==> src/rtl/sqrt_seq_param.sv <==
// Sequential restoring square root: root = floor(sqrt(rad)), rem = rad - root^2, STEPS root bits per clock.
// Latency WIDTH/(2*STEPS) busy cycles then a one-cycle valid; start is ignored while busy, and abort cancels the calculation.
module sqrt_seq_param #(
  parameter int WIDTH = 16,
  parameter int STEPS = 1
) (
  input  logic                 clk,
  input  logic                 rst,
  input  logic                 start,
  input  logic                 abort,
  input  logic [WIDTH-1:0]     rad,
  output logic                 busy,
  output logic                 valid,
  output logic [WIDTH/2-1:0]   root,
  output logic [WIDTH/2:0]     rem
);

  localparam int H  = WIDTH / 2;
  localparam int N  = WIDTH / (2 * STEPS);
  localparam int CW = $clog2(N + 1);

  typedef enum logic [1:0] {IDLE, CALC, DONE} state_t;

  state_t           state_q, state_d;
  logic [WIDTH-1:0] rad_q, rad_d;
  logic [H-1:0]     q_q, q_d;
  logic [H+1:0]     r_q, r_d;
  logic [CW-1:0]    cnt_q, cnt_d;
  logic [H-1:0]     root_q, root_d;
  logic [H:0]       rem_q, rem_d;

  logic [WIDTH-1:0] rad_it;
  logic [H-1:0]     q_it;
  logic [H+1:0]     r_it, t_it;

  always_comb begin
    state_d = state_q;
    rad_d   = rad_q;
    q_d     = q_q;
    r_d     = r_q;
    cnt_d   = cnt_q;
    root_d  = root_q;
    rem_d   = rem_q;

    // STEPS digit iterations; the radicand register shifts its top pair out each step
    rad_it = rad_q;
    q_it   = q_q;
    r_it   = r_q;
    t_it   = '0;
    for (int i = 0; i < STEPS; i++) begin
      r_it   = {r_it[H-1:0], rad_it[WIDTH-1 -: 2]};
      rad_it = {rad_it[WIDTH-3:0], 2'b00};
      t_it   = {q_it, 2'b01};
      if (r_it >= t_it) begin
        r_it = r_it - t_it;
        q_it = {q_it[H-2:0], 1'b1};
      end else begin
        q_it = {q_it[H-2:0], 1'b0};
      end
    end

    case (state_q)
      IDLE, DONE: begin
        state_d = IDLE;
        if (start) begin
          state_d = CALC;
          rad_d   = rad;
          q_d     = '0;
          r_d     = '0;
          cnt_d   = CW'(N);
        end
      end
      CALC: begin
        if (abort) begin
          state_d = IDLE;
        end else begin
          rad_d = rad_it;
          q_d   = q_it;
          r_d   = r_it;
          cnt_d = cnt_q - CW'(1);
          if (cnt_q == CW'(1)) begin
            state_d = DONE;
            root_d  = q_it;
            rem_d   = r_it[H:0];
          end
        end
      end
      default: state_d = IDLE;
    endcase
  end

  always_ff @(posedge clk or posedge rst) begin
    if (rst) begin
      state_q <= IDLE;
      rad_q   <= '0;
      q_q     <= '0;
      r_q     <= '0;
      cnt_q   <= '0;
      root_q  <= '0;
      rem_q   <= '0;
    end else begin
      state_q <= state_d;
      rad_q   <= rad_d;
      q_q     <= q_d;
      r_q     <= r_d;
      cnt_q   <= cnt_d;
      root_q  <= root_d;
      rem_q   <= rem_d;
    end
  end

  assign busy  = (state_q == CALC);
  assign valid = (state_q == DONE);
  assign root  = root_q;
  assign rem   = rem_q;

endmodule

==> config.mk <==
export PLATFORM = sky130hd
export DESIGN_NAME = sqrt_seq_param
export DESIGN_NICKNAME = d
export VERILOG_FILES = /design/src/rtl/sqrt_seq_param.sv
export SDC_FILE = /design/constraint.sdc
export NUM_CORES = 1
export LEC_CHECK = 0
export BUFFER_PORTS_ARGS = -buffer_cell sky130_fd_sc_hd__buf_2
export CORE_ASPECT_RATIO = 1.1
export CORE_UTILIZATION = 51
export DETAILED_ROUTE_END_ITERATION = 8
export PLACE_DENSITY = 0.82
export SYNTH_ARGS = -nofsm -noshare
export SYNTH_HDL_FRONTEND = slang
export SYNTH_SLANG_ARGS = --single-unit
==> constraint.sdc <==
create_clock -name clk -period 2.18 [get_ports clk]
set_input_delay 0.218 -clock clk [delete_from_list [all_inputs] [get_ports clk]]
set_output_delay 0.218 -clock clk [all_outputs]
set_load 0.01 [all_outputs]
==> impl_metrics.py <==
metrics = {
    "worst_setup_path": {
        "crit_chain": "inv_1 > ha_2 > nor3_1 > or3_1 > a21oi_2 > nor2_2 > buf_4 > xnor2_2 > mux2_2",
        "critPathSlowestCell": "dfrtp_1",
        "start_kind": "register",
        "crit_path_max_fanout": 6,
        "critPathKind": "reg2reg",
        "slowest_delay_ns": 0.39,
        "worstPathRequired_ns": 2.38,
        "worstPathArrival_ns": 2.32,
        "end_kind": "register",
    },
    "finish": {
        "drive_gt1_share_pct": 26.0,
        "area_delta_synth_final_pct": 20.9,
        "fin_area_mm2": 0.00329,
        "fillers": 428,
        "n_antenna_cell": 0,
        "fin_nets": 381,
        "final_util_pct": 65.0,
    },
    "placed_design": {
        "dpl_cell_area_mm2": 0.00307,
        "port_buffers": 38,
        "gp_congestion": 0.884,
        "dpl_worst_slack_ns": 0.0508,
        "dp_hpwl_um": 4420,
    },
    "clock_tree": {
        "cts_tree": "done",
        "htreeDepth": 2,
        "cts.sinks": 55,
        "cts_root_buf": "clkbuf_8",
        "path_clk_slew_ns": 0.09,
        "insertion_delay_ns": 0.32,
        "clk_path_buf_depth": 2,
        "cts_made_buffers": 5,
    },
    "timing": {
        "timing.fmax_ghz": 0.471,
        "hold_viol": 0,
        "drv_slew": 0,
        "finClkSkew_ns": 0.0110,
        "min_period_over_period_pct": 97.4,
        "max_slew.worst_pin.slew_ns": 0.587,
        "slew_headroom_pct": 60.8,
        "final-setup-viol-count": 0,
        "hold_ws_ns": 0.107,
        "period_needed_ns": 2.12,
        "worst_slack_ns": 0.0577,
    },
    "pwr": {
        "pwr_density_cell_mw_per_mm2": 1440,
        "leakage_uw": 0.00159,
        "p_total_uw": 4740,
        "ir_drop_uv": 647,
    },
    "logic_synthesis": {
        "ys.warnings.count": 0,
        "synth_edf_count": 0,
        "syn-num-nets": 328,
        "synth_ff_type": "dfrtp_1",
        "ys_seq_area_share_pct": 50.5,
        "postSynthCellCount": 296,
        "avgSynthCellArea_um2": 9.20,
        "synthArstFlopShare_pct": 100,
        "syn_area_mm2": 0.00272,
        "synthDistinctLibCells": 42,
        "ys_ff_latch": 55,
    },
    "drt": {
        "wire_per_inst_um": 14.8,
        "via_per_inst": 5.44,
        "ant_nets": 0,
        "first_iter_violations": 163,
        "via_count": 2221,
        "wirelength_um": 6050,
        "drc": 0,
        "drt_first_pass_iters": 4,
    },
    "floorplan": {
        "initial_core_util_pct": 53.8,
        "pin_count": 39,
        "die_w_um": 71.7,
        "die_area_mm2": 0.00564,
        "rows": 27,
        "die_height_um": 78.7,
        "core-area_mm2": 0.00507,
    },
    "run_status": {
        "outcome": "finished, final reports clean",
    },
    "hold_path": {
        "min-delay-path-class": "in2reg",
    },
    "global_routing": {
        "grt_pass1_wl_um": 9990,
        "grt-ovfl-total": 0,
        "gr-usage-all-layers_pct": 22.7,
        "grt_max_degree": 34,
        "antenna_found_initial": 0,
        "grt_pass1_vias": 2235,
    },
    "job": {
        "cap_violations": 0,
    },
}
-- placed cells by master, fill, tap and decap left out, drive strengths merged, types with 3 or more instances in the layout --
cell	netlist	routed
buf	4	61
nand2	57	57
dfrtp	55	55
o21ai	36	36
nor2	20	20
inv	17	17
nand3	14	14
a31oi	13	13
ha	12	12
a21oi	6	6
nand2b	5	5
clkbuf	12	5
xnor2	5	5
mux2i	5	5
o31ai	4	4
nor3	4	4
nor2b	3	3
o22ai	3	3
or3	3	3
nor4	3	3
-- power breakdown --
group	switching [uW]	total, uW	internal [uW]
logic	1310	2480	1170
clock network	341	683	343
registers	226	1570	1340
-- state kept, by name (all words and copies together), names as in the netlist --
name / flops
root: 8
cnt_q: 4
rad_q: 16
r_q: 8
rem: 9
state_q: 2
q_q: 8
-- area by class of cell --
type | instances | area (um2) | share of cell area [%]
Multi-Input combinational cell | 208 | 1280 | 38.8
Inverter | 17 | 63.8 | 1.94
Tap cell | 58 | 72.6 | 2.20
Sequential cell | 55 | 1380 | 41.8
Timing Repair Buffer | 62 | 389 | 11.8
Clock inverter | 3 | 43.8 | 1.33
Clock buffer | 5 | 68.8 | 2.09
-- synth_stat cells, drive strengths merged (3+ instances only) --
cell / number / area (um2)
mux2i: 5 / 50.1
buf: 4 / 25.0
a31oi: 13 / 81.3
clkbuf: 12 / 45.0
nand2b: 5 / 31.3
nor2: 20 / 80.1
o21ai: 36 / 184
inv: 17 / 63.8
nand2: 57 / 214
ha: 12 / 150
o31ai: 4 / 30.0
xnor2: 5 / 51.3
a21oi: 6 / 33.8
dfrtp: 55 / 1380
nor3: 4 / 25.0
o22ai: 3 / 18.8
nor2b: 3 / 18.8
nor4: 3 / 25.0
nand3: 14 / 70.1
or3: 3 / 18.8
-- final timing paths --
path / slack [ns] / depth (start not counted) / from / endpoint
max: 0.06 / 9 / q_q[2] / rem[0]
min: 0.11 / 3 / rad[1] / rad_q[1]
max reg2reg: 0.06 / 9 / q_q[2] / rem[0]
min reg2reg: 0.49 / 2 / root[4] / root[4]
max in group asynchronous: 1.12 / 4 / rst / r_q[7]
min in group asynchronous: 0.50 / 3 / rst / q_q[0]
-- stage by stage --
| stage | instances | setup TNS (ns) |
|---|---|---|
| CTS | 404 | 0 |
| floorplan | 296 | 0 |
| global placement | 395 | 0 |
| detailed placement | 395 | 0 |
| finish | 408 | 0 |
| global route | 408 | -0.00126 |
-- repair_timing --
action / CTS / global route
resized for setup: 0 / 14
buffers inserted: 0 / 4
endpoints found under the hold margin: 26 / 0
setup endpoints to repair: 0 / 14
hold buffers: 1 / 0
-- metal layers --
metal	part of all wire, %	track usage, %	vias up
met2	50	39.4	59
met4	1.1	6.47	0
met5	0	0	-
met1	46	29.1	1039
met3	3.7	3.72	9
li1	-	-	1114
-- kinds of logic (layout without fill, tap and decap cells) --
group	after synthesis	after routing	synth area share [%]
xor gates and xnor gates	7	7	2.53
adders and majority gates	12	12	5.51
AOI/OAI and AO/OA	70	70	15.2
and+or+nand+nor	112	112	18.5
DFF	55	55	50.5
muxes	7	7	2.80
buffers and inverters	33	87	4.91
-- worst max-delay path, delay by kind of cell (launching register included) --
family,cells,cell delay (ns)
AO/OA/AOI/OAI,1,0.15
XOR/XNOR,1,0.13
adder cells (fa/ha/maj),1,0.28
buffers and inverters,2,0.27
flip-flops,1,0.39
multiplexers,1,0.27
AND/OR/NAND/NOR,3,0.51
Power figures use the tool's default switching activity.
